$ cat config.mk
export PLATFORM = sky130hd
export DESIGN_NAME = rotate_sequencer
export DESIGN_NICKNAME = d
export VERILOG_FILES = /design/src/rtl/rot_pkg.sv /design/src/rtl/rot_rr_arbiter.sv /design/src/rtl/rotate_sequencer.sv
export SDC_FILE = /design/constraint.sdc
export NUM_CORES = 1
export LEC_CHECK = 0
export CORE_MARGIN = 2
export CORE_UTILIZATION = 30
export DETAILED_ROUTE_END_ITERATION = 8
export HOLD_SLACK_MARGIN = 0.03
export PLACE_DENSITY = 0.73
export SLEW_MARGIN = 20
export SYNTH_ARGS = -nofsm -noshare
export SYNTH_HDL_FRONTEND = slang
export SYNTH_SLANG_ARGS = --single-unit
$ cat constraint.sdc
create_clock -name clk -period 1.6 [get_ports clk]
set_input_delay 0.32 -clock clk [delete_from_list [all_inputs] [get_ports clk]]
set_output_delay 0.32 -clock clk [all_outputs]
set_load 0.02 [all_outputs]
$ cat src/rtl/rot_pkg.sv
// ============================================================================
// rot_pkg : opcodes and FSM state encoding shared by the rotate sequencer.
// Revision: 1.0
// ============================================================================
`default_nettype none

package rot_pkg;

  localparam logic [3:0] OP_ROL = 4'd10;
  localparam logic [3:0] OP_ROR = 4'd11;

  typedef enum logic [1:0] {
    ST_IDLE   = 2'd0,
    ST_ROTATE = 2'd1,
    ST_RESP   = 2'd2
  } state_t;

endpackage

`default_nettype wire

$ cat src/rtl/rot_rr_arbiter.sv
// ============================================================================
// rot_rr_arbiter : 2-way round-robin grant; pointer moves on every accept.
// Revision: 1.0
// ============================================================================
`default_nettype none

module rot_rr_arbiter (
  input  logic       clk,
  input  logic       reset,
  input  logic       en_i,
  input  logic [1:0] req_i,
  output logic [1:0] grant_o,
  output logic       grant_id_o
);

  // Index of the requester granted most recently; reset to 1 so requester 0 wins first.
  logic last_q;

  always_comb begin
    grant_o    = 2'b00;
    grant_id_o = 1'b0;
    if (en_i) begin
      case (req_i)
        2'b01: begin
          grant_o    = 2'b01;
          grant_id_o = 1'b0;
        end
        2'b10: begin
          grant_o    = 2'b10;
          grant_id_o = 1'b1;
        end
        2'b11: begin
          grant_id_o = ~last_q;
          grant_o    = last_q ? 2'b01 : 2'b10;
        end
        default: begin
          grant_o    = 2'b00;
          grant_id_o = 1'b0;
        end
      endcase
    end
  end

  always_ff @(posedge clk or posedge reset) begin
    if (reset) begin
      last_q <= 1'b1;
    end else if (|grant_o) begin
      last_q <= grant_id_o;
    end
  end

endmodule

`default_nettype wire

$ cat src/rtl/rotate_sequencer.sv
// ============================================================================
// rotate_sequencer : arbitrates two requesters and rotates one bit per cycle.
// Revision: 1.0
// ============================================================================
`default_nettype none

module rotate_sequencer
  import rot_pkg::*;
#(
  parameter int WIDTH = 16,
  parameter int AMT_W = 4
) (
  input  logic             clk,
  input  logic             reset,
  input  logic             req0_valid,
  output logic             req0_ready,
  input  logic [3:0]       req0_opcode,
  input  logic [AMT_W-1:0] req0_amt,
  input  logic [WIDTH-1:0] req0_data,
  input  logic             req1_valid,
  output logic             req1_ready,
  input  logic [3:0]       req1_opcode,
  input  logic [AMT_W-1:0] req1_amt,
  input  logic [WIDTH-1:0] req1_data,
  output logic             rsp_valid,
  input  logic             rsp_ready,
  output logic             rsp_id,
  output logic [WIDTH-1:0] rsp_data,
  output logic             busy
);

  localparam logic [AMT_W-1:0] C_AMT_ONE = AMT_W'(1);

  state_t           state_q, state_d;
  logic [AMT_W-1:0] count_q, count_d;
  logic [WIDTH-1:0] data_q,  data_d;
  logic [3:0]       op_q,    op_d;
  logic             id_q,    id_d;

  logic [1:0]       grant;
  logic             grant_id;
  logic             accept;
  logic [3:0]       sel_op;
  logic [AMT_W-1:0] sel_amt;
  logic [WIDTH-1:0] sel_data;
  logic             sel_rotates;

  rot_rr_arbiter u_arb (
    .clk        (clk),
    .reset      (reset),
    .en_i       (state_q == ST_IDLE),
    .req_i      ({req1_valid, req0_valid}),
    .grant_o    (grant),
    .grant_id_o (grant_id)
  );

  assign req0_ready = grant[0];
  assign req1_ready = grant[1];
  assign accept     = |grant;

  assign sel_op      = grant_id ? req1_opcode : req0_opcode;
  assign sel_amt     = grant_id ? req1_amt    : req0_amt;
  assign sel_data    = grant_id ? req1_data   : req0_data;
  // A zero amount or a non-rotate opcode skips ROTATE and answers next cycle.
  assign sel_rotates = ((sel_op == OP_ROL) || (sel_op == OP_ROR)) && (sel_amt != '0);

  always_comb begin
    state_d = state_q;
    count_d = count_q;
    data_d  = data_q;
    op_d    = op_q;
    id_d    = id_q;
    case (state_q)
      ST_IDLE: begin
        if (accept) begin
          op_d    = sel_op;
          data_d  = sel_data;
          id_d    = grant_id;
          count_d = sel_rotates ? sel_amt : '0;
          state_d = sel_rotates ? ST_ROTATE : ST_RESP;
        end
      end
      ST_ROTATE: begin
        if (op_q == OP_ROL) begin
          data_d = {data_q[WIDTH-2:0], data_q[WIDTH-1]};
        end else begin
          data_d = {data_q[0], data_q[WIDTH-1:1]};
        end
        count_d = count_q - C_AMT_ONE;
        if (count_q == C_AMT_ONE) begin
          state_d = ST_RESP;
        end
      end
      ST_RESP: begin
        if (rsp_ready) begin
          state_d = ST_IDLE;
        end
      end
      default: begin
        state_d = ST_IDLE;
      end
    endcase
  end

  always_ff @(posedge clk or posedge reset) begin
    if (reset) begin
      state_q <= ST_IDLE;
      count_q <= '0;
      data_q  <= '0;
      op_q    <= '0;
      id_q    <= 1'b0;
    end else begin
      state_q <= state_d;
      count_q <= count_d;
      data_q  <= data_d;
      op_q    <= op_d;
      id_q    <= id_d;
    end
  end

  assign rsp_valid = (state_q == ST_RESP);
  assign rsp_data  = data_q;
  assign rsp_id    = id_q;
  assign busy      = (state_q != ST_IDLE);

endmodule

`default_nettype wire

# Word level (Yosys, flattened, before mapping)
# Index checks and enable logic that the tools add are counted.
[totals]
ff_bits = 28
inputBits = 53
output_inout_bits = 21
elab_cells = 49
[classes]
add_sub_neg = 1
eq_ne = 12
mux = 19
bitwise_logic = 1
n_reduce_logical = 10
[op_table]
columns = ["operator", "n"]
rows = [
  ["2-to-1 mux 16 bit", 3],
  ["one-hot mux 16 bit (2 select lines)", 1],
  ["2-to-1 mux 4 bit", 4],
  ["== test 4 bit (second input constant)", 3],
  ["2-to-1 mux 2 bit", 6],
  ["one-hot mux 2 bit (3 select lines)", 2],
  ["one-hot mux 4 bit (2 select lines)", 1],
  ["== test 2 bit (second input constant)", 3],
  ["== test 2 x 1 -> 1 bit (second input constant)", 2],
  ["== test 4 x 1 -> 1 bit (second input constant)", 1],
  ["!= test 2 bit (second input constant)", 2],
  ["AND reduction 2 bit", 2],
  ["nonzero test 2 bit", 2],
  ["nonzero test 4 bit", 1],
  ["subtractor 4 x 1 -> 4 bit (second input constant)", 1],
  ["AND reduction 3 bit", 1],
  ["zero test 2 bit", 1],
  ["!= test 2 x 1 -> 1 bit (second input constant)", 1],
  ["one-hot mux 1 bit (2 select lines)", 1],
  ["OR reduction 2 bit", 1],
  ["logical AND 1 bit", 1],
  ["logical OR 1 bit", 1],
  ["2-to-1 mux 1 bit", 1],
  ["inverter 1 bit", 1],
]

# Logic depth before layout (Yosys ltp)
[depth]
word_depth = 10
ltp_mapped = 7
depth_no_buf = 5

# Cells and area by module
# From an unflattened synthesis, not the netlist that was laid out.
[unflattened]
cells_unflattened = 194
hier_area_um2 = 1809.2
[by_module_without_submodules]
columns = ["mod", "n_inst", "cells_each", "area_per_inst_um2", "seq_area_each_um2"]
rows = [
  ["rotate_sequencer", 1, 184, 1737.9, 675.6],
  ["rot_rr_arbiter", 1, 10, 71.3, 26.3],
]

# Least setup slack after synthesis
# No wires, ideal clock.
[synth_timing]
path_type = "register to register"
startpoint = "register op_q[2]"
endpoint = "register data_q[10] (netlist: rsp_data[10])"
setup_ns = 0.130
arrival_ns = 1.343
setup_slack_ns = 0.127
stages_incl_launch_ff = 7
path_buffers = 2
period_less_slack_ns = 1.473
path_cell_list = "dfrtp_1 -> and4bb_1 -> buf_4 -> buf_6 -> mux2_2 -> o22ai_1 -> a31oi_1"
[synth_via]
elab_chain_cells = 3
[synth_lines]
columns = ["item", "line", "rtl"]
rows = [
  ["start: declaration", "rotate_sequencer.sv:37", "logic [3:0] op_q, op_d;"],
  ["start signal: assignment", "rotate_sequencer.sv:116", "op_q <= op_d;"],
  ["== test 4 bit", "rotate_sequencer.sv:84", "if (op_q == OP_ROL) begin"],
  ["2-to-1 mux 16 bit", "rotate_sequencer.sv:84", ""],
  ["one-hot mux 16 bit (2 select lines)", "rotate_sequencer.sv:73", "case (state_q)"],
  ["end signal: assignment", "rotate_sequencer.sv:115", "data_q <= data_d;"],
  ["end: declaration", "rotate_sequencer.sv:36", "logic [WIDTH-1:0] data_q, data_d;"],
]
# No other way between the ends.
# A chain may end at the register's enable or synchronous reset.

# Worst setup path in the final report
[layout_timing]
startpoint = "register state_q[1]"
endpoint = "register count_q[3]"
[layout_via]
elab_chain_cells = 9
[layout_lines]
columns = ["item", "line", "rtl"]
rows = [
  ["start: declaration", "rotate_sequencer.sv:34", "state_t state_q, state_d;"],
  ["start signal: assignment", "rotate_sequencer.sv:113", "state_q <= state_d;"],
  ["zero test 2 bit", "rotate_sequencer.sv:51, rotate_sequencer.sv:73", ""],
  ["2-to-1 mux 1 bit", "rot_rr_arbiter.sv:22", "if (en_i) begin"],
  ["2-to-1 mux 4 bit", "rotate_sequencer.sv:61", "assign sel_op = grant_id ? req1_opcode : req0_opcode;"],
  ["== test 4 bit", "rotate_sequencer.sv:65", "assign sel_rotates = ((sel_op == OP_ROL) || (sel_op == OP_ROR)) && (sel_amt != '0);"],
  ["logical OR 1 bit", "rotate_sequencer.sv:65", ""],
  ["logical AND 1 bit", "rotate_sequencer.sv:65", ""],
  ["2-to-1 mux 4 bit", "rotate_sequencer.sv:79", "count_d = sel_rotates ? sel_amt : '0;"],
  ["2-to-1 mux 4 bit", "rotate_sequencer.sv:75", "if (accept) begin"],
  ["one-hot mux 4 bit (2 select lines)", "rotate_sequencer.sv:73", ""],
  ["end signal: assignment", "rotate_sequencer.sv:114", "count_q <= count_d;"],
  ["end: declaration", "rotate_sequencer.sv:35", "logic [AMT_W-1:0] count_q, count_d;"],
]
# Several ways; a longest one is shown, not always the timed one. The select of a mux whose other input is x is not followed.

==> results.toml <==
[floorplan]
io_pins = 74
die_w_um = 79.5
placeableCoreArea_um2 = 5510
rows = 27
initial_core_util_pct = 31.0
die-area_um2 = 6310
fp.dieH_um = 79.5

[final_layout]
final_nets = 338
design_area_um2 = 2930
n_antenna_cell = 0
final.fill_count = 504
drive_gt1_share_pct = 30.1
seq_area_um2 = 704
multi_input_area_um2 = 1070
areaGrowthSynthToFinish_pct = 71.4

[route]
first_pass_iters = 4
route.met2.wl_um = 2880
wl_um = 5500
via_per_inst = 5.10
dr.first_iter.drc_count = 78
ant_nets = 0
dr.max_layer_used = "met4"
routedWlPerCell_um = 15.5
remaining_drc_errors = 0
vias = 1807
wl_met3_um = 244
drt-met1-wl_um = 2210

[place]
numPortBuffers = 73
place_congestion = 0.884
hpwl_um = 3920
placed_area_um2 = 2680

[global_routing]
grt_pass1_wl_um = 8630
grt_pass1_vias = 1846
grt_overflow = 0
antenna_found_initial = 0
grt.total_usage_pct = 17.3
grt_max_degree = 29

[sta]
fin_skew_ns = 0.00446
slew_viol_final = 0
fmax_mhz = 625
rsz0062_at_grt = "true"
hold_viol = 0
relSlewSlack_pct = 78.3
timing.final.crit_share_pct = 100
setup_violations = 0
period_minus_slack_ns = 1.60
tightest_slew_ns = 0.322
final.setup.tns_ns = 0

[yosys]
ys_async_sr_fraction_pct = 100
yosys_register_bits = 28
ys_seq_area_share_pct = 41.1
synth_most_common_cell = "nand2_1"
yosys_most_used_dff = "dfrtp_1"
yosys.cell_types.count = 38
syn_nets = 247
synth-edff-count = 0
synth_top_cell_area_share_pct = 39.6
avgSynthCellArea_um2 = 8.90
synthTopCellsByCount = "nand2_1 (45), dfrtp_1 (27), a31oi_1 (20)"
yosys-top-cells-area = "dfrtp_1 (40%), mux2_2 (11%), nand2_1 (9.9%), a31oi_1 (7.3%), o22ai_1 (5.9%)"
synth_area_um2 = 1710
synth_top_cell_by_area = "dfrtp_1"
yosysWarningCount = 0
synth_cells = 192

[setup_path]
worstPathArrival_ns = 1.79
cp_max_fo = 21
required_ns = 1.79
critPathSlowestCell = "dfrtp_2"
cp-end-kind = "flop"
start_kind = "flop"
path_cells = "a211oi_4 > nand2_2 > inv_2 > buf_4 > a21oi_1 > a211oi_1"
crit_type = "flop to flop"
cpPeakStageDelay_ns = 0.45

[power]
cellLeakagePower_nw = 1.19
irDropWorstVdd_mv = 0.701
power_mw = 5.01
power.density_nw_per_um2 = 1710

[status]
status = "finished, final reports clean"

[clocking]
cts_tree = "yes"
root_buffer = "clkbuf_8"
clockBufferDepth = 2
cts_max_level = 1
cts.sinks = 28
clk_latency_ns = 0.28
cts_buffers = 3
hold_buffers = 0
clkTransAtPathRegs_ns = 0.10

[job]
drv_cap = 0

[hold_path]
min_path_type = "primary input to asynchronous set/reset pin"
==> path summary, 6_finish.rpt <==
kind	depth (start not counted)	slack [ns]	to	startpoint
worst max-delay path	6	0.0002	count_q[3]$_DFFE_PP0P_	state_q[1]$_DFFE_PP0P_
worst min-delay path	3	0.36	rsp_data[3]$_DFFE_PP0P_	reset
worst max register to register	6	0.0002	count_q[3]$_DFFE_PP0P_	state_q[1]$_DFFE_PP0P_
worst min register to register	2	0.49	u_arb.last_q$_DFFE_PP1P_	u_arb.last_q$_DFFE_PP1P_
max in group asynchronous	3	1.00	u_arb.last_q$_DFFE_PP1P_	reset
min in group clk	3	0.48	rsp_id$_DFFE_PP0P_	req1_valid
==> flip-flops by register name (all words and copies together) (netlist names) <==
register / count
op_q: 4
u_arb.last_q: 1
rsp_data: 16
state_q: 2
rsp_id: 1
count_q: 4
==> logic make-up (layout without fill, tap and decap cells) <==
group / Yosys count / in the layout / share of synthesized area [%]
flops: 28 / 28 / 41.1
compound gates: 56 / 56 / 22.1
mux: 16 / 16 / 10.5
buf+inv: 21 / 111 / 6.30
fa+ha+maj: 2 / 2 / 1.46
simple gates: 68 / 68 / 18.0
xor+xnor: 1 / 1 / 0.513
==> placed cells by master, fill, tap and decap left out, types with 2 or more instances in the layout <==
| cell | netlist | final |
|---|---|---|
| clkdlybuf4s50_1 | 0 | 50 |
| nand2_1 | 45 | 45 |
| dfrtp_1 | 27 | 25 |
| a31oi_1 | 20 | 20 |
| buf_4 | 4 | 20 |
| dlygate4sd2_1 | 0 | 17 |
| mux2_2 | 16 | 16 |
| o22ai_2 | 0 | 15 |
| inv_1 | 7 | 7 |
| o21ai_0 | 6 | 6 |
| buf_6 | 1 | 6 |
| nor2_1 | 6 | 5 |
| clkbuf_8 | 0 | 3 |
| buf_12 | 0 | 3 |
| nor2_2 | 1 | 2 |
| a211oi_4 | 1 | 2 |
| nor3_2 | 0 | 2 |
| a21oi_1 | 3 | 2 |
| nor3_1 | 4 | 2 |
| nand3b_1 | 2 | 2 |
| a32oi_2 | 0 | 2 |
| ha_1 | 2 | 2 |
| dlymetal6s2s_1 | 0 | 2 |
| dfrtp_2 | 0 | 2 |
==> per-layer routing <==
layer	vias up	GRT usage (%)
met2	53	31.3
met5	-	0
li1	876	-
met4	0	8.28
met3	13	2.04
met1	865	20.1
==> through the flow <==
stage,worst slack [ns],instances,utilization [%],hold slack (ns)
2_1_floorplan,0.127,192,-,0.385
3_3_place_gp,-0.545,349,48.6,0.481
3_5_place_dp,-0.560,349,48.6,0.479
4_1_cts,-0.00597,354,50.1,0.369
5_1_grt,-0.0625,354,53.1,0.381
6_report,0.000211,354,53.1,0.357
==> where the power goes <==
| group | leakage [nW] | internal [mW] | switching [mW] |
|---|---|---|---|
| clock | 0.0357 | 0.335 | 0.238 |
| combinational | 0.833 | 1.51 | 1.49 |
| sequential | 0.318 | 1.07 | 0.359 |
| total | 1.19 | 2.91 | 2.09 |
==> worst max-delay path: cells and delay by family, from the launching register on <==
family	cells	cell delay, ns
DFF	1	0.45
and+or+nand+nor	1	0.10
AOI/OAI and AO/OA	3	0.60
buffers and inverters	2	0.35
==> area by class of cell <==
class / count / share of cell area (%)
clock buffer: 3 / 1.41
clock inverter: 1 / 1.03
inverter: 8 / 1.03
multi-input combinational: 143 / 36.5
sequential: 28 / 24.1
tap: 72 / 3.08
timing repair buffer: 99 / 32.9
==> repair_timing <==
action / 4_1_cts / 5_1_grt
endpoints found under the setup margin: 24 / 30
setup buffers: 1 / 1
gates resized for setup: 42 / 32
pin swaps: 2 / 5
No activity file was read; power rests on OpenSTA's default activity.
